===== src/rtl/psd_sqrt_gen_if.sv =====
// Purpose: request/result bundle for the sequential square-root unit.
// Ports: start/rmode/xin issued by the controller (master); busy/done and
//        the registered results sqrt/sqrt_fx/sat (plus rem when
//        SQRT_REMAINDER_EN is defined) returned by the unit (slave).
interface psd_sqrt_gen_if #(
    parameter int NBITSIN = 32,
    parameter int NFRAC   = 4
);
    logic                         start;
    logic [1:0]                   rmode;
    logic [NBITSIN-1:0]           xin;
    logic                         busy;
    logic                         done;
    logic [NBITSIN/2-1:0]         sqrt;
    logic [NBITSIN/2+NFRAC-1:0]   sqrt_fx;
    logic                         sat;
`ifdef SQRT_REMAINDER_EN
    logic [NBITSIN/2+NFRAC:0]     rem;

    modport master (output start, rmode, xin,
                    input  busy, done, sqrt, sqrt_fx, sat, rem);
    modport slave  (input  start, rmode, xin,
                    output busy, done, sqrt, sqrt_fx, sat, rem);
`else
    modport master (output start, rmode, xin,
                    input  busy, done, sqrt, sqrt_fx, sat);
    modport slave  (input  start, rmode, xin,
                    output busy, done, sqrt, sqrt_fx, sat);
`endif
endinterface


===== src/rtl/psd_sqrt_gen.sv =====
// Purpose: digit-by-digit (restoring) unsigned square root, one result bit
//          per clock, with floor/nearest/ceiling rounding and saturation.
// Ports: clock, reset (async, active high); bus (slave modport) carries
//        start/rmode/xin in and busy/done/sqrt/sqrt_fx/sat out.
// Latency: start at edge t -> done pulse after edge t+W+1, W=NBITSIN/2+NFRAC.
// Busy behaviour: start is ignored while busy=1; accepted on the done cycle.
// Optional: define SQRT_REMAINDER_EN to add bus.rem = X - sqrt_fx^2.
module psd_sqrt_gen #(
    parameter int NBITSIN = 32,
    parameter int NFRAC   = 4
) (
    input  logic clock,
    input  logic reset,
    psd_sqrt_gen_if.slave bus
);
    localparam int HALF = NBITSIN / 2;
    localparam int W    = HALF + NFRAC;   // root bits computed
    localparam int NX   = 2 * W;          // xin * 4^NFRAC
    localparam int RW   = W + 1;          // final remainder <= 2q fits here
    localparam int CW   = $clog2(W);

    typedef enum logic [1:0] {IDLE, CALC, ROUND} state_t;
    state_t state, state_nxt;

    logic [NX-1:0] x_sh;      // operand, consumed two bits per cycle from the top
    logic [W-1:0]  root;
    logic [RW-1:0] rem_r;
    logic [CW-1:0] cnt;
    logic [1:0]    mode_r;

    logic [HALF-1:0]    sqrt_r;
    logic [W-1:0]       sqrt_fx_r;
    logic               sat_r;
    logic               done_r;

    // ---- next state ----
    always_comb begin
        state_nxt = state;
        case (state)
            IDLE:    if (bus.start) state_nxt = CALC;
            CALC:    if (cnt == '0) state_nxt = ROUND;
            ROUND:   state_nxt = IDLE;
            default: state_nxt = IDLE;
        endcase
    end

    always_ff @(posedge clock or posedge reset) begin
        if (reset) state <= IDLE;
        else       state <= state_nxt;
    end

    // ---- one restoring iteration ----
    logic [W+2:0] trial_in;   // remainder with next operand digit pair appended
    logic [W+2:0] trial_sub;  // 4*root + 1
    logic [W+2:0] trial_diff;
    logic         trial_ge;

    always_comb begin
        trial_in   = {rem_r, x_sh[NX-1:NX-2]};
        trial_sub  = {1'b0, root, 2'b01};
        trial_diff = trial_in - trial_sub;
        trial_ge   = (trial_in >= trial_sub);
    end

    // ---- rounding of the truncated root ----
    logic [HALF-1:0]  int_f;
    logic [NFRAC-1:0] frac_f;
    logic             inc;
    logic             sat_nxt;
    logic [HALF-1:0]  sqrt_nxt;

    always_comb begin
        int_f  = root[W-1:NFRAC];
        frac_f = root[NFRAC-1:0];
        inc    = 1'b0;
        case (mode_r)
            2'b01:   inc = frac_f[NFRAC-1];
            // any discarded fraction or nonzero remainder means inexact
            2'b10:   inc = (|frac_f) | (|rem_r);
            default: inc = 1'b0;
        endcase
        sat_nxt  = inc & (&int_f);
        sqrt_nxt = sat_nxt ? {HALF{1'b1}} : (int_f + {{(HALF-1){1'b0}}, inc});
    end

    // ---- datapath ----
    always_ff @(posedge clock or posedge reset) begin
        if (reset) begin
            x_sh      <= '0;
            root      <= '0;
            rem_r     <= '0;
            cnt       <= '0;
            mode_r    <= 2'b00;
            sqrt_r    <= '0;
            sqrt_fx_r <= '0;
            sat_r     <= 1'b0;
            done_r    <= 1'b0;
        end else begin
            done_r <= 1'b0;
            case (state)
                IDLE: begin
                    if (bus.start) begin
                        x_sh   <= {bus.xin, {(2*NFRAC){1'b0}}};
                        mode_r <= bus.rmode;
                        root   <= '0;
                        rem_r  <= '0;
                        cnt    <= CW'(W - 1);
                    end
                end
                CALC: begin
                    x_sh  <= {x_sh[NX-3:0], 2'b00};
                    root  <= {root[W-2:0], trial_ge};
                    rem_r <= trial_ge ? trial_diff[RW-1:0] : trial_in[RW-1:0];
                    cnt   <= cnt - 1'b1;
                end
                ROUND: begin
                    sqrt_r    <= sqrt_nxt;
                    sqrt_fx_r <= root;
                    sat_r     <= sat_nxt;
                    done_r    <= 1'b1;
                end
                default: ;
            endcase
        end
    end

`ifdef SQRT_REMAINDER_EN
    logic [RW-1:0] rem_out;
    always_ff @(posedge clock or posedge reset) begin
        if (reset)              rem_out <= '0;
        else if (state == ROUND) rem_out <= rem_r;
    end
    assign bus.rem = rem_out;
`endif

    assign bus.busy    = (state != IDLE);
    assign bus.done    = done_r;
    assign bus.sqrt    = sqrt_r;
    assign bus.sqrt_fx = sqrt_fx_r;
    assign bus.sat     = sat_r;
endmodule


===== src/flat_wrapper.sv =====
// flat-port wrapper written by rule: the top's interface ports become plain ports
module psd_sqrt_gen_flat 
#(
    parameter int NBITSIN = 32,
    parameter int NFRAC   = 4
)
  (clock, reset, bus_start, bus_rmode, bus_xin, bus_busy, bus_done, bus_sqrt, bus_sqrt_fx, bus_sat);
  psd_sqrt_gen_if #(.NBITSIN(NBITSIN), .NFRAC(NFRAC)) bus_i ();
  input  logic clock;
  input  logic reset;
  input wire logic [$bits(bus_i.start)-1:0] bus_start;
  input wire logic [$bits(bus_i.rmode)-1:0] bus_rmode;
  input wire logic [$bits(bus_i.xin)-1:0] bus_xin;
  output wire logic [$bits(bus_i.busy)-1:0] bus_busy;
  output wire logic [$bits(bus_i.done)-1:0] bus_done;
  output wire logic [$bits(bus_i.sqrt)-1:0] bus_sqrt;
  output wire logic [$bits(bus_i.sqrt_fx)-1:0] bus_sqrt_fx;
  output wire logic [$bits(bus_i.sat)-1:0] bus_sat;
  assign bus_i.start = bus_start;
  assign bus_i.rmode = bus_rmode;
  assign bus_i.xin = bus_xin;
  assign bus_busy = bus_i.busy;
  assign bus_done = bus_i.done;
  assign bus_sqrt = bus_i.sqrt;
  assign bus_sqrt_fx = bus_i.sqrt_fx;
  assign bus_sat = bus_i.sat;
  psd_sqrt_gen #(.NBITSIN(NBITSIN), .NFRAC(NFRAC)) u_core (.clock(clock), .reset(reset), .bus(bus_i));
endmodule

===== config.mk =====
export PLATFORM = sky130hd
export DESIGN_NAME = psd_sqrt_gen_flat
export DESIGN_NICKNAME = d
export VERILOG_FILES = /design/src/rtl/psd_sqrt_gen_if.sv /design/src/rtl/psd_sqrt_gen.sv /design/src/flat_wrapper.sv
export SDC_FILE = /design/constraint.sdc
export NUM_CORES = 1
export LEC_CHECK = 0
export ABC_AREA = 1
export CAP_MARGIN = 40
export CORE_ASPECT_RATIO = 1.1
export CORE_UTILIZATION = 29
export CTS_CLUSTER_DIAMETER = 60
export DETAILED_ROUTE_END_ITERATION = 6
export PLACE_DENSITY = 0.52
export SYNTH_ARGS = -nofsm -noshare
export SYNTH_HDL_FRONTEND = slang
export SYNTH_SLANG_ARGS = --single-unit

===== constraint.sdc =====
create_clock -name clock -period 7.42 [get_ports clock]
set_input_delay 1.484 -clock clock [delete_from_list [all_inputs] [get_ports clock]]
set_output_delay 1.484 -clock clock [all_outputs]
set_load 0.02 [all_outputs]

Word-level counts from Yosys, hierarchy flattened. Cells that the tools add are included.

Word-level logic and storage cells: 47. Output and inout bits: 39. Bits in registers: 128.

Reduce and logical (&&, ||, !) cells: 10. Eq/ne operators: 6. Bitwise logic cells: 2. Add/subtract/negate cells: 3. Order comparisons: 1. Multiplexer cells: 15.

Operators with widths (number): $pmux W40 S2 (1); $mux W21 (2); $pmux W21 S2 (1); $mux W40 (1); $pmux W20 S2 (1); $ge A23 B22 Y1 (1); $reduce_or A21 Y1 (1); $sub A21 B21 Y21 (1); $mux W20 (1); $add A16 B1 Y16 (1); $mux W16 (1); $reduce_and A16 Y1 (1); $pmux W5 S2 (1); $reduce_and A2 Y1 (3); $logic_not A5 Y1 (1); $mux W5 (1); $sub A5 B1 Y5 const B (1); $eq A2 B1 Y1 const B (2); $eq A2 B2 Y1 const B (2); $mux W2 (2); $pmux W2 S2 (1); $reduce_bool A2 Y1 (2); $reduce_or A4 Y1 (1); $logic_not A2 Y1 (1); 6 further kinds (6).

Logic depth before layout (Yosys ltp). Gate-level depths: netlist of the first run.

Depth in word-level cells: 5. Mapped depth: 17. Depth with buffers taken out: 17.

Least setup slack after synthesis of the first run. Ideal clock, no wire load.

Kind: input to register. Start point: in bus_start. End point: reg u_core.x_sh[38]. Setup time: 87 ps. Arrival: 2300 ps. Slack: 5034 ps. Required time: 7333 ps. Stages: 6. Buffers on the path: 1. Cell sequence: nand2_1 -> inv_1 -> nor2_2 -> inv_1 -> clkbuf_1 -> o211ai_1.

Word-level cells in the longest chain between the ends: 2.

Ends and longest elaborated chain: start: declaration (line flat_wrapper.sv:11) `input wire logic [$bits(bus_i.start)-1:0] bus_start;`; $ne A2 B2 Y1 (no source line); $reduce_and A2 Y1 (no source line); end signal: assignment (line psd_sqrt_gen.sv:103) `x_sh <= {bus.xin, {(2*NFRAC){1'b0}}};`; end signal: assignment (line psd_sqrt_gen.sv:111) `x_sh <= {x_sh[NX-3:0], 2'b00};`; end: declaration (line psd_sqrt_gen.sv:25) `logic [NX-1:0] x_sh;`.

No other way between the ends. A chain may end at the register's enable or synchronous reset.

Final worst setup path of the first run.
Start point: reg u_core.state[1]. End point: out bus_busy.

Word-level cells in the longest chain between the ends: 1.

Ends and longest elaborated chain: start: declaration (line psd_sqrt_gen.sv:23) `state_t state, state_nxt;`; start signal: assignment (line psd_sqrt_gen.sv:49) `else state <= state_nxt;`; $reduce_bool A2 Y1 (line psd_sqrt_gen.sv:136) `assign bus.busy = (state != IDLE);`; end: declaration (line flat_wrapper.sv:14) `output wire logic [$bits(bus_i.busy)-1:0] bus_busy;`.

No other way between the ends.

==> results of run 1 <==
critical path: stages (launching register included):
cell and delay (ps):
sky130_fd_sc_hd__dfrtp_1 420, sky130_fd_sc_hd__nor2_1 140, sky130_fd_sc_hd__inv_1 50, sky130_fd_sc_hd__clkdlybuf4s50_1 530
stage by stage:
stage	worst slack (ps)	hold slack (ps)	std cells	utilization [%]	area, µm²
finish	4368	479.3	1354	36.61	8728
global route	4241	504.3	1354	36.61	8728
CTS	4336	482.7	1353	36.54	8713
detailed placement	3955	469.3	1323	34.21	8158
global placement	4002	465.2	1321	34.05	8118
floorplan	2750	442.9	968	-	7103
logic make-up after synthesis:
kind of cell             after synthesis
buffers and inverters                142
AND/OR/NAND/NOR                      564
XOR/XNOR                              16
adder cells (fa/ha/maj)               29
multiplexers                           2
AO/OA/AOI/OAI                         95
flip-flops                           120
layout by cell type (no fill, tap or decap), types with 2 or more instances in the layout:
master,instances
sky130_fd_sc_hd__nor3_1,7
sky130_fd_sc_hd__mux2i_1,2
sky130_fd_sc_hd__nor2_2,5
sky130_fd_sc_hd__nand3_1,71
sky130_fd_sc_hd__o21bai_1,2
sky130_fd_sc_hd__ha_1,29
sky130_fd_sc_hd__o22ai_1,19
sky130_fd_sc_hd__xor2_1,8
sky130_fd_sc_hd__nand2_1,365
sky130_fd_sc_hd__a21oi_1,27
sky130_fd_sc_hd__a22o_1,2
sky130_fd_sc_hd__nand4_1,10
sky130_fd_sc_hd__clkinv_2,2
sky130_fd_sc_hd__buf_12,2
sky130_fd_sc_hd__clkbuf_16,17
sky130_fd_sc_hd__nand3b_1,15
sky130_fd_sc_hd__clkdlybuf4s50_1,75
sky130_fd_sc_hd__dfrtp_1,120
sky130_fd_sc_hd__nor2_1,68
sky130_fd_sc_hd__xnor2_1,8
sky130_fd_sc_hd__o211ai_1,3
sky130_fd_sc_hd__nor2_4,4
sky130_fd_sc_hd__a22oi_1,2
sky130_fd_sc_hd__clkbuf_8,2
sky130_fd_sc_hd__nand3_2,5
sky130_fd_sc_hd__a21oi_2,11
sky130_fd_sc_hd__clkinv_4,2
sky130_fd_sc_hd__clkinvlp_4,6
sky130_fd_sc_hd__o21ai_0,27
sky130_fd_sc_hd__buf_4,4
sky130_fd_sc_hd__inv_1,106
sky130_fd_sc_hd__nand2_2,7
sky130_fd_sc_hd__nor3_2,2
sky130_fd_sc_hd__inv_2,3
per-layer routing:
layer / up-vias / routed length (µm)
li1: 3218 / -
met1: 2898 / 8817
met2: 123 / 9336
met3: 21 / 842
met4: 0 / 346
met5: - / 0
sequential cells by signal (all words and copies together), names as in the netlist:
| signal | count |
|---|---|
| u_core.bus.sqrt | 16 |
| u_core.root | 20 |
| u_core.rem_r | 21 |
| u_core.state | 2 |
| u_core.x_sh | 32 |
| u_core.bus.done | 1 |
| u_core.cnt | 5 |
| u_core.mode_r | 2 |
| u_core.bus.sqrt_fx | 20 |
| u_core.bus.sat | 1 |
area by class of cell:
class	count	area, µm²	share of cell area, %
inverter	111	419.2	4.802
multi-input combinational	706	3533	40.48
clock buffer	19	452.9	5.189
sequential	120	3003	34.40
tap	305	381.6	4.372
timing repair buffer	82	835.8	9.576
clock inverter	11	102.6	1.175
where the power goes:
group	leakage [nW]	switching, mW	total, mW	internal [mW]
Combinational	2.49	1.58	2.46	0.880
Sequential	1.50	0.201	1.12	0.924
Clock	0.255	0.308	0.780	0.472
Total	4.25	2.09	4.37	2.28
final timing paths:
check | slack (ps) | cells after the start | end
min in group asynchronous | 1500 | 2 | u_core.bus.sqrt_fx[17]$_DFFE_PP0P_
max reg2reg | 4820 | 17 | u_core.bus.sqrt[11]$_DFFE_PP0P_
min reg2reg | 480 | 1 | u_core.cnt[3]$_DFFE_PP0P_
max in group asynchronous | 4830 | 4 | u_core.rem_r[7]$_DFFE_PP0P_
max | 4370 | 3 | bus_busy
min | 480 | 1 | u_core.cnt[3]$_DFFE_PP0P_
==> reports/summary.md, run 1 <==
The insertion delay of the later-clocked pin in the worst-skew pair is 420 ps, and the overall power is 4.368 mW. After technology mapping, the gate count stands at 968. In this run the post-CTS setup repair buffer count came out at 0. The maximum net fanout on the critical path is 3.

For this run, the leading register cell type out of synthesis is sky130_fd_sc_hd__dfrtp_1. The leakage power is 4.246 nW, and the maximum number of buffers from clock root to sink is 2. The run gives 0 ps as the setup TNS.

Measured against the total synthesized area, the mux share comes to 0.2818%. The relative area change from synthesis to final layout is 22.88%, and the total number of vias is 6,260. Summing the sequential cell areas from Yosys gives 42.28% of the chip area. The number of distinct library cells after synthesis came out at 40. In the final routed layout, each cell accounts on average for 14.29 µm. Startpoint type of the worst setup path: a register. The floorplan step defined a die boundary enclosing 0.02512 mm². Setup repair after global routing left no endpoint under its margin. The synthesized netlist occupies a cell area of 0.007103 mm². After Yosys synthesis, and, or, nand and nor cells account for 34.17% of the synthesized area.

Die boundary width: 151.2 µm. The area of the core was 0.02384 mm². The layout has 2,548 filler cells. The H-tree generated during clock tree synthesis spans 4 levels. Busiest layer in global routing: met2. VDD sags by at most 0.0001624 V. During placement, the flow inserted port buffers numbering 75. The post-synthesis area per instance came out at 7.338 µm². Global routing used 3.709% of the available met3 tracks. The largest area contributor in the netlist was sky130_fd_sc_hd__dfrtp_1. For the worst setup path, the data required time is 5940 ps. In this run the critical register-to-register path is launched from u_core.rem_r[9]$_DFFE_PP0P_. Across the run, the number of max-cap violations was 0. The hold violation total from the final report was 0; the count of clock tree sinks was 120.

The synthesized netlist devotes 1.973% of its cell area to XOR and XNOR gates. The final global-route overflow total was 0. By area, the combinational part of the netlist is dominated by simple AND/OR/NAND/NOR gates.

The total power density per cell area was 500.5 mW/mm². Slew at the pin closest to its max-slew limit: 812.7 ps. For the final database, setup skew stands at 8.840 ps. The wire length after detailed routing is 19.34 mm.

The ratio of cells with drive above 1 in the final layout is 7.531%, and the count of hold-fix buffers inserted at cts is 0. Summing the areas of all compound-gate instances in the mapped netlist gives 7.997% of the synthesized area. TritonCTS built the clock tree. The run gives 0 as the count of antenna diodes in the layout. The first global-routing pass estimated 31.97 mm of wire.

In the synthesized netlist, the cells that appear most often are sky130_fd_sc_hd__nand2_1 (366), sky130_fd_sc_hd__dfrtp_1 (120), sky130_fd_sc_hd__inv_1 (107), sky130_fd_sc_hd__nand3_1 (71), sky130_fd_sc_hd__nor2_1 (69). The DRC violations left came out at 0. Summed over all nets, the half-perimeter wirelength after detailed placement is 14.03 mm.

The run gives 0 as the number of gates resized after CTS. The flow ran to the end, and the final reports show no timing, DRC or antenna violations. Setup violations remaining at the end of the flow were counted as 0.

The number of nets in the synthesized netlist is 1,034. In this run, synthesis produced a sequential element count of 120. Yosys printed 0 warnings.

The run gives 59 as the site row count. The worst path uses 41.13% of the clock period. For the via count of the first global-routing pass, the log shows 6,252.

The clock edge transition at the registers on the reported setup and hold paths was 60 ps. After synthesis, the cell types taking the most area are sky130_fd_sc_hd__dfrtp_1 (42%), sky130_fd_sc_hd__nand2_1 (19%), sky130_fd_sc_hd__inv_1 (5.7%). The smallest clock period supported by the final layout is computed as 3052 ps.

At the worst endpoint, the arrival time is 1570 ps. For this run, the top clock speed supported by timing is 0.3277 GHz. The library cell with the highest instance count after synthesis is sky130_fd_sc_hd__nand2_1. Number of detailed-route iterations in the first pass: 5. Using the TritonRoute via totals, the vias-per-cell ratio works out to 4.623. The congestion estimate from routability-driven global placement came to 0.8583.

For the relative max-transition margin, the log shows 45.76%. The net count of the finished layout is 1,104. 76 I/O pins were placed. The pin count of the biggest net entering global routing came out at 57. The kind of end point of the critical path is a primary output. For this run, the total global-route usage over all layers was measured as 16.45%. The initial utilization of the core area, before any placement, comes to 29.79%. In this run, synthesis inferred 0 flip-flops with an integrated enable. The met1 demand-to-capacity share in global routing is 20.50%, and the number of buffers added by the clock tree synthesis step is 17.

The run gives 0 as the antenna violation net count after detailed routing. The startpoint identified for the worst hold timing path is u_core.cnt[3]$_DFFE_PP0P_. The share of synthesized area in the top cell type comes to 42.28%. The tightest min-delay check is of the register to register type. The share of synthesized registers carrying an async set or reset was 100.0%; the number of antenna violations at the first check in global routing was 0. The CTS root buffer is sky130_fd_sc_hd__clkbuf_16.

The worst setup path is of the register to primary output kind. The timing startpoint of the critical path is u_core.state[1]$_DFFE_PP0P_. Global routing consumed, on the met2 layer, 27.38% of the routing resources. The synthesized netlist devotes 5.108% of its cell area to adder and majority cells. The count of pins over their slew limit is 0. The die extent in y works out to 166.1 µm. DRC marker count from the first detailed-route iteration: 354.
Note: power is estimated with default switching activity, not from simulation.
==> run 2, diff against run 1 <==
--- a/config.mk
+++ b/config.mk
@@ -11,7 +11,7 @@
 export CORE_UTILIZATION = 29
 export CTS_CLUSTER_DIAMETER = 60
 export DETAILED_ROUTE_END_ITERATION = 6
-export PLACE_DENSITY = 0.52
+export PLACE_DENSITY = 0.53
 export SYNTH_ARGS = -nofsm -noshare
 export SYNTH_HDL_FRONTEND = slang
 export SYNTH_SLANG_ARGS = --single-unit
==> constraint.sdc (replaced) <==
create_clock -name clock -period 2.7 [get_ports clock]
set_input_delay 0.54 -clock clock [delete_from_list [all_inputs] [get_ports clock]]
set_output_delay 0.54 -clock clock [all_outputs]
set_load 0.02 [all_outputs]
==> run 2 against run 1 <==
Net effect: count of clock-buffer cells in the layout is 1 lower; die area stayed put; register-to-register slack worse by 4500 ps; global-route usage is 0.058 points lower; wire length is 0.18% higher; worst setup slack worse by 4000 ps; utilization is 0.73 points higher; power grew to 2.8 times the previous value; critical path depth is 14 higher; final cell count is 1.3% higher; critical endpoint is now u_core.bus.sqrt[14]$_DFFE_PP0P_; highest routed layer unchanged.
==> reports/summary.md, run 2 (synthesized netlist as in run 1, its figures left out) <==
Ratio of cells with drive above 1 in the final layout: 9.185% (was 7.531%). Cell-by-cell listing of the critical path: inv_1, nand2_1, nor2_1, nand2_1, nor2_1, nand2_1, nand2_1, a21oi_2, ha_1, ha_1, nand2_1, nor2_1, nand2_1, nor2_1, xor2_1, nor2_1, a21oi_1 (was nor2_1, inv_1, clkdlybuf4s50_1). The highest cell delay on the worst timing path was 380 ps (was 530 ps); the fmax was 0.4223 GHz. The DRC violations left was 0 (unchanged); the relative area change from synthesis to final layout was 25.33% (was 22.88%). The logs give 19.38 mm (was 19.34 mm) for the wire length after detailed routing and 0 (unchanged) for the count of hold-fix buffers inserted at cts. For the final design area excluding fillers, the log shows 0.008902 mm² (was 0.008728 mm²).

Number of gates resized after CTS: 0 (unchanged). The run gives 0 (unchanged) as the final setup violation count. The area enclosed by the die boundary was 0.02512 mm² (unchanged); the insertion delay of the later-clocked pin in the worst-skew pair was 420 ps (about the same). Setup repair after global routing left no endpoint under its margin. The die boundary width works out to 151.2 µm (unchanged).

The clock edge transition at the registers on the reported setup and hold paths is 50 ps (was 60 ps), and the hold violation total from the final report is 0 (unchanged). Slew at the pin closest to its max-slew limit: 585.2 ps (was 812.7 ps). The fill cell instance count of the final layout is 2,494 (was 2,548), and the die extent in y is 166.1 µm (unchanged).

The master of the slowest instance on the critical path was sky130_fd_sc_hd__dfrtp_1 (was sky130_fd_sc_hd__clkdlybuf4s50_1). The total power density per cell area is 1379 mW/mm² (was 500.5 mW/mm²), and the maximum number of buffers from clock root to sink is 2 (unchanged). Startpoint type of the worst setup path: a register (unchanged). The most frequent standard cell in the layout excluding fill and tap cells was sky130_fd_sc_hd__nand2_1 (unchanged). For the via count of the first global-routing pass, the log shows 6,333 (was 6,252).

The top cell family by delay on the critical path was simple AND/OR/NAND/NOR gates (was buffers and inverters). The number of antenna violations at the first check in global routing was 0 (unchanged). The count of pins over their slew limit was 0 (unchanged); the maximum net fanout on the critical path was 3 (unchanged). For the global-route wire length before repair, the log shows 32.40 mm (was 31.97 mm). The starting density of the core is 29.79% (unchanged), and the maximum vdd drop is 0.0004907 V (was 0.0001624 V). The total number of H-tree levels is 4 (unchanged). The number of buffers added by the clock tree synthesis step is 17 (unchanged), and the count of buffers added by post-CTS timing repair for setup is 0 (unchanged). The run gives 120 (unchanged) as the count of clock tree sinks. The critical path required time was 3040 ps (was 5940 ps); the total number of vias was 6,381 (was 6,260). Number of vias per cell after detailed routing: 4.651 (was 4.623).

The flip-flop count of the largest register, all copies and words added is 32 (unchanged), and the number of top-level design ports is 76 (unchanged). Commonest non-fill, non-tap cells in the layout: sky130_fd_sc_hd__nand2_1 (365), sky130_fd_sc_hd__dfrtp_1 (120), sky130_fd_sc_hd__inv_1 (106) (unchanged). The arrival time of data at the critical path endpoint is 2710 ps (was 1570 ps). The leakage power was 4.359 nW (was 4.246 nW). The number of violations of the max-capacitance limit was 0 (unchanged). Kind of path behind the tightest hold check: register to register (unchanged).

For the count of nets after finishing, the log shows 1,123 (was 1,104). The relative max-transition margin is 60.99% (was 45.76%). The kind of end point of the critical path was a register (was a primary output). TritonCTS built the clock tree.

The run gives 14.57 mm (was 14.03 mm) as the HPWL reported at the end of detailed placement. For the area of the core, the log shows 0.02384 mm² (unchanged). The flow ran to the end, and the final reports show no timing, DRC or antenna violations.

The post-place instance area is 0.008309 mm² (was 0.008158 mm²), and the weighted congestion reported at the end of routability-driven placement is 0.8561 (was 0.8583). The tools report the number of detailed-route iterations in the first pass as 4 (was 5). The count of buffers inserted at the top-level ports was 75 (unchanged). Critical setup path kind: register to register (was register to primary output). The most numerous cell type found on the critical path is sky130_fd_sc_hd__nand2_1. The count of antenna diodes in the layout was 0 (unchanged). The largest register by flop count was u_core.x_sh (unchanged). The CTS root buffer was sky130_fd_sc_hd__clkbuf_16 (unchanged). The final period utilization came out at 87.71%. The pin count of the biggest net entering global routing is 72 (was 57). The total track usage was 16.40% (was 16.45%); the number of buffer and inverter stages on the critical path was 1 (was 2).

The DRC marker count from the first detailed-route iteration is 383 (was 354). The clock skew was 5.893 ps (was 8.840 ps). Subtracting the final worst setup slack from the clock period gives 2368 ps. The final global-route overflow total came out at 0 (unchanged). Mean routed wirelength per cell: 14.12 µm (was 14.29 µm). The run gives 0 (unchanged) as the antenna violation net count after detailed routing.

The run gives 0 ps (unchanged) as the setup TNS. The site row count is 59 (unchanged). Largest regs: u_core.x_sh: 32 flops, u_core.rem_r: 21 flops (unchanged).
==> run 2: cell types whose count changed in the layout (fill, tap and decap cells not counted), moves of 2 or more <==
cell / before / now
sky130_fd_sc_hd__bufinv_16: 1 / 4
sky130_fd_sc_hd__clkinv_4: 2 / 0
sky130_fd_sc_hd__clkinvlp_4: 6 / 2
sky130_fd_sc_hd__clkbuf_8: 2 / 0
sky130_fd_sc_hd__buf_4: 4 / 24
sky130_fd_sc_hd__clkinv_2: 2 / 6
==> run 2: routing by layer <==
metal / GRT usage (%) / part of all wire [%] / wire [µm] / vias to the layer above
met1: 21.24 / 47 / 9033 / 2969
met2: 27.18 / 48 / 9382 / 143
met4: 4.957 / 1.3 / 253 / 0
met5: 0 / 0 / 0 / -
met3: 3.242 / 3.7 / 709 / 23
li1: - / - / - / 3246
==> run 2: worst reg2reg max path, stage by stage, from the launching register on <==
cell	delay (ps)
sky130_fd_sc_hd__dfrtp_1	380
sky130_fd_sc_hd__inv_1	70
sky130_fd_sc_hd__nand2_1	70
sky130_fd_sc_hd__nor2_1	60
sky130_fd_sc_hd__nand2_1	90
sky130_fd_sc_hd__nor2_1	60
sky130_fd_sc_hd__nand2_1	60
sky130_fd_sc_hd__nand2_1	110
sky130_fd_sc_hd__a21oi_2	180
sky130_fd_sc_hd__ha_1	190
sky130_fd_sc_hd__ha_1	140
sky130_fd_sc_hd__nand2_1	50
sky130_fd_sc_hd__nor2_1	190
sky130_fd_sc_hd__nand2_1	140
sky130_fd_sc_hd__nor2_1	140
sky130_fd_sc_hd__xor2_1	150
sky130_fd_sc_hd__nor2_1	50
sky130_fd_sc_hd__a21oi_1	150
==> run 2: cell type report <==
| cell class | count | area (µm²) | area share [%] |
|---|---|---|---|
| Multi-Input combinational cell | 706 | 3540 | 39.76 |
| Sequential cell | 120 | 3003 | 33.73 |
| Timing Repair Buffer | 101 | 970.9 | 10.91 |
| Clock buffer | 18 | 429.2 | 4.821 |
| Inverter | 111 | 420.4 | 4.722 |
| Tap cell | 305 | 381.6 | 4.287 |
| Clock inverter | 11 | 157.7 | 1.771 |
==> run 2: path summary, 6_finish.rpt <==
kind	startpoint	end	slack (ps)	depth (start not counted)
setup / recovery	u_core.rem_r[8]$_DFFE_PP0P_	u_core.bus.sqrt[14]$_DFFE_PP0P_	330	17
hold / removal	u_core.cnt[4]$_DFFE_PP0P_	u_core.cnt[4]$_DFFE_PP0P_	480	1
setup reg to reg	u_core.rem_r[8]$_DFFE_PP0P_	u_core.bus.sqrt[14]$_DFFE_PP0P_	330	17
hold reg to reg	u_core.cnt[4]$_DFFE_PP0P_	u_core.cnt[4]$_DFFE_PP0P_	480	1
max in group asynchronous	reset	u_core.root[8]$_DFFE_PP0P_	1750	3
min in group asynchronous	reset	u_core.x_sh[10]$_DFFE_PP0P_	560	3
==> run 2: power by group <==
part           total [mW]  switching [mW]  internal, mW
Sequential           3.08           0.541          2.54
Combinational        6.89            4.32          2.57
Clock                2.31           0.800          1.51
==> run 2: stage by stage <==
step	utilization, %	cells	setup slack, ps	total power [mW]	hold WS [ps]
global route	37.34	1372	33.50	13.44	497.8
global placement	34.85	1343	295.3	9.946	462.6
finish	37.34	1372	331.9	12.28	477.4
detailed placement	34.85	1343	259.4	9.985	469.2
floorplan	-	968	690.7	8.022	442.9
CTS	37.31	1372	242.4	12.37	482.5
==> variant 1, RTL diff (settings of run 2) <==
Re-encode `state_t` (3 states) as one-hot, 3 bits wide.
--- a/src/rtl/psd_sqrt_gen.sv
+++ b/src/rtl/psd_sqrt_gen.sv
@@ -20,5 +20,5 @@
     localparam int CW   = $clog2(W);
 
-    typedef enum logic [1:0] {IDLE, CALC, ROUND} state_t;
+    typedef enum logic [2:0] {IDLE = 3'b001, CALC = 3'b010, ROUND = 3'b100} state_t;
     state_t state, state_nxt;
 
Behaviour: no difference found for any inputs over 10 cycles, from zero or initial values and one cycle with reset high; not proved beyond that.
==> variant 1 against run 2 <==
  * Die area fell by 1.7%
  * Via count hardly changed
  * Power is 4.6% lower
  * Critical path depth fell by 3
  * Design area down 0.89%
  * Core utilization is essentially flat
  * Clock power rose by 6%
  * Critical endpoint unchanged
  * Wire length up 1.3%
  * Area after synthesis fell by 1.7%
  * First-iteration DRC count is 7.6% lower
  * Sequential cell count rose by 1
  * Setup slack worse by 120 ps
  * Cell count down 3.1%
==> variant 1: results (changes against run 2) <==
hpwl dp -> 14300 µm (-1.8%)
period utilization -> 0.923 (+0.0456)
count of cell types in the netlist -> 34 (-15%)
synth cell count leaders -> nand2_1, inv_1, dfrtp_1, nor2_1, nand3_1
largest net degree at the start of global routing -> 122 (+69%)
Filler Cell Count -> 2496 (+0.080%)
gr usage total -> 0.165 (+0.00140)
hold path startpoint -> u_core.bus.sqrt[15]
share of cells above drive strength 1 -> 0.0771 (-0.0147)
Final GP Congestion -> 0.890 (+4.0%)
Seq/Total Area, Yosys -> 0.434 (+0.0110)
hold slack -> 481 ps (+3.74 ps)
top layer in use -> met5
Worst-Margin Slew -> 655 ps (+69.9 ps)
final WL -> 19600 µm (+1.3%)
Worst Path Arrival -> 2820 ps (+110 ps)
vias per inst -> 4.80 (+3.3%)
vias in the first global route -> 6133 (-3.2%)
worst clock skew -> 8.52 ps (+2.63 ps)
Layout Nets -> 1078 (-4.0%)
Min-Delay Endpoint -> u_core.bus.sqrt[15]
GRT met3 Usage -> 0.0348 (+0.00239)
M2 GR Usage -> 0.271 (-0.000955)
met1 usage in global routing -> 0.218 (+0.00552)
Post-Syn Nets -> 993 (-4.0%)
Peak VDD IR -> 0.475 mV (-3.2%)
asr flop ratio synth -> 1.00 (unchanged)
1st-iter DRT viols -> 354 (-7.6%)
metal2 WL -> 9400 µm (+0.15%)
critical path's largest stage delay -> 440 ps (+60 ps)
worst r2r src -> u_core.rem_r[15]
first-pass GRT wire length -> 31700 µm (-2.2%)
status -> complete, no violations
initial antenna violation count -> 1 (+1)
first drt pass iteration count -> 5 (+1)
number of cells on the worst hold path -> 2 (+1)
Reg2Reg Depth -> 14 (-3)
leak pwr -> 4.37 nW (+0.33%)
r2r setup slk -> 210 ps (-120 ps)
CP max FO -> 4 (+1)
Synth area leaders -> dfrtp_1, nand2_1, inv_1
yosys warns -> 0 (unchanged)
M1 wire length -> 9070 µm (+0.44%)
setup slack at placement -> 236 ps (-23.4 ps)
[variant 1: report_power, final]
part	switching [W]	internal (W)	leakage (nW)	total [W]
combinational	0.00435	0.00236	2.53	0.00672
clock	0.000799	0.00166	0.312	0.00246
sequential	0.000281	0.00226	1.53	0.00254
total	0.00543	0.00628	4.37	0.0117
[variant 1: cell families (layout without fill, tap and decap cells)]
group / Yosys count / in the layout / synth area share
simple gates: 473 / 473 / 0.289
buf+inv: 161 / 258 / 0.0933
compound gates: 123 / 123 / 0.107
flops: 121 / 121 / 0.434
fa+ha+maj: 29 / 29 / 0.0520
xor+xnor: 20 / 20 / 0.0251
[variant 1: final cells by class]
class	instances	share of cell area
clock buffers	24	0.0569
clock inverters	7	0.0156
multi-input cells	645	0.375
flip-flops and latches	121	0.343
well taps	305	0.0433
inverters	128	0.0549
repair buffers	99	0.111
[variant 1: per-stage QoR]
stage               cells  utilization
finish               1329        0.374
global route         1329        0.374
CTS                  1329        0.374
detailed placement   1298        0.346
global placement     1297        0.346
floorplan             927            -
==> variant 2, RTL diff (config.mk and constraints of run 2) <==
Made on the original files. `NBITSIN` is set to 32 in 3 places; all go to 128.
--- a/src/rtl/psd_sqrt_gen_if.sv
+++ b/src/rtl/psd_sqrt_gen_if.sv
@@ -4,5 +4,5 @@
 //        SQRT_REMAINDER_EN is defined) returned by the unit (slave).
 interface psd_sqrt_gen_if #(
-    parameter int NBITSIN = 32,
+    parameter int NBITSIN = 128,
     parameter int NFRAC   = 4
 );
--- a/src/rtl/psd_sqrt_gen.sv
+++ b/src/rtl/psd_sqrt_gen.sv
@@ -7,5 +7,5 @@
 // Optional: define SQRT_REMAINDER_EN to add bus.rem = X - sqrt_fx^2.
 module psd_sqrt_gen #(
-    parameter int NBITSIN = 32,
+    parameter int NBITSIN = 128,
     parameter int NFRAC   = 4
 ) (
--- a/src/flat_wrapper.sv
+++ b/src/flat_wrapper.sv
@@ -2,5 +2,5 @@
 module psd_sqrt_gen_flat 
 #(
-    parameter int NBITSIN = 32,
+    parameter int NBITSIN = 128,
     parameter int NFRAC   = 4
 )
Interface: changed (resized bus_sqrt, bus_sqrt_fx and bus_xin); port bits go from 76 to 268. No check against the original RTL was run, so the function may have changed too.
==> variant 2 against run 2 <==
  * The flow now finishes with violations (negative setup slack)
  * Largest cell class unchanged
  * Hold slack worse by 270 ps
  * Design area rose to 4.1 times the old value
  * Setup slack worse by 340 ps
  * First-iteration DRC count rose to 4.6 times the old value
  * Sequential cell count up 290
  * Area after synthesis rose to 3.6 times the old value
  * Power rose to 3.8 times the old value
  * Critical endpoint is now u_core.bus.sqrt[56]
  * Count of clock-buffer cells in the layout up 51
  * Wire length rose to 5.3 times the old value
==> variant 2: results (changes against run 2) <==
Synth area leaders -> dfrtp_1, nand2_1, inv_1
wire per inst -> 18.3 µm (+30%)
Synth Area in Adders -> 0.0379 (-0.0132)
clk buf depth -> 3 (+1)
post-route setup TNS -> -12.8 ps (-12.8 ps)
Filler Cell Count -> 9119 (+270%)
largest registers -> u_core.x_sh: 128 flops, u_core.rem_r: 69 flops
gr usage total -> 0.225 (+0.0605)
H-tree depth -> 2 (-2)
Rel. slew slack -> 0.412 (-0.198)
Final GP Congestion -> 0.956 (+12%)
Peak VDD IR -> 0.675 mV (+38%)
Layout Nets -> 4636 (+310%)
first-pass GRT wire length -> 154000 µm (+380%)
worst clock skew -> 17.6 ps (+11.7 ps)
Inserted Clock Buffers -> 52 (+35)
Hold Crit Class -> in2async
initial antenna violation count -> 3 (+3)
total number of vias -> 26200 (+310%)
synth cell count leaders -> nand2_1, inv_1, dfrtp_1, nand3_1, nor2_1
hpwl dp -> 80100 µm (+450%)
largest net degree at the start of global routing -> 135 (+88%)
setup slack at placement -> -549 ps (-809 ps)
mux cell area share after synthesis -> 0.000394 (-0.00242)
failing checks -> negative setup slack
Root Buffer -> clkbuf_16
XOR/XNOR Fraction of Synth Area -> 0.0283 (+0.00854)
IO Port Bufs -> 267 (+260%)
asr flop ratio synth -> 1.00 (unchanged)
Post-Syn Nets -> 3989 (+290%)
share of cells above drive strength 1 -> 0.183 (+0.0915)
Final WS setup -> -12.8 ps (-345 ps)
final setup fails -> 1 (+1)
Skew-Pair Late Insertion Delay -> 610 ps (+190 ps)
status -> complete, but fails checks
1st-iter DRT viols -> 1759 (+360%)
Synth Area in Compound Gates -> 0.0561 (-0.0239)
leak pwr -> 18.1 nW (+320%)
Seq/Total Area, Yosys -> 0.404 (-0.0189)
Worst Path Arrival -> 3210 ps (+500 ps)
first drt pass iteration count -> 5 (+1)
CP max FO -> 4 (+1)
==> variant 2: cell types whose count changed after synthesis, sizes merged, moves of 66 or more <==
cell	before	now
clkbuf	17	83
dfrtp	120	410
inv	110	478
nand2	373	1624
nand3	76	282
nor2	77	262
==> variant 2: cells by family after synthesis <==
group,after synthesis
AOI/OAI and AO/OA,262
xor gates and xnor gates,82
adders and majority gates,77
buffers and inverters,606
DFF,410
muxes,1
and+or+nand+nor,2341
==> variant 2: through the flow <==
stage	total power [W]	instances	area (µm²)	hold slack [ps]
global route	0.0504	5618	36200	211
global placement	0.0355	5490	32400	462
detailed placement	0.0356	5490	32400	469
floorplan	0.0246	3779	25400	451
CTS	0.0436	5591	34600	190
finish	0.0467	5618	36200	212
==> variant 2: metal layers <==
metal,track usage,routed length [µm],part of all wire
met2,0.393,51000,0.50
met3,0.0318,4920,0.048
met5,0,44,0.00043
met1,0.281,43300,0.42
met4,0.0777,3630,0.035
==> variant 2: critical path, cell delays in order (launching register included) <==
cell and delay [ps]:
dfrtp_1 360, inv_2 40, nand4_1 120, nor2_2 80, nand3_2 110, nor2_2 60, nand3_2 70, nand2_2 70
a21oi_4 230, ha_2 220, nand2_2 70, nor2_4 120, nand2_2 90, nor2_4 100, inv_2 60, nor2_4 140
nand3_4 130, nor2_4 140, nand2_1 70, xor2_1 150, nand2_1 70, nand2_1 60, nand2_1 50
==> variant 2: final timing paths <==
check	endpoint	startpoint	cells past startpoint
worst max-delay path	u_core.bus.sqrt[56]	u_core.rem_r[18]	22
worst min-delay path	u_core.bus.sqrt_fx[3]	reset	2
worst max register to register	u_core.bus.sqrt[56]	u_core.rem_r[18]	22
worst min register to register	u_core.cnt[0]	u_core.cnt[0]	1
max in group asynchronous	u_core.x_sh[98]	reset	3
min in group clock	u_core.cnt[0]	u_core.cnt[0]	1
==> variant 2: report_power, final <==
group	total, W	switching (W)	internal [W]
clock network	0.00760	0.00290	0.00469
registers	0.00949	0.00119	0.00831
logic	0.0297	0.0173	0.0124
==> variant 2: layout make-up <==
class / count / area [µm²] / share of cell area
sequential: 410 / 10300 / 0.283
clock inverter: 27 / 397 / 0.0109
timing repair buffer: 717 / 6640 / 0.183
clock buffer: 69 / 1500 / 0.0413
inverter: 480 / 1810 / 0.0499
multi-input combinational: 2765 / 14200 / 0.392
tap: 1150 / 1440 / 0.0397
==> variant 2: timing repair <==
item,in CTS,in global routing
setup buffers,5,17
pin swaps,14,56
gates resized for setup,56,283
endpoints found under the setup margin,102,121
gates cloned,0,11
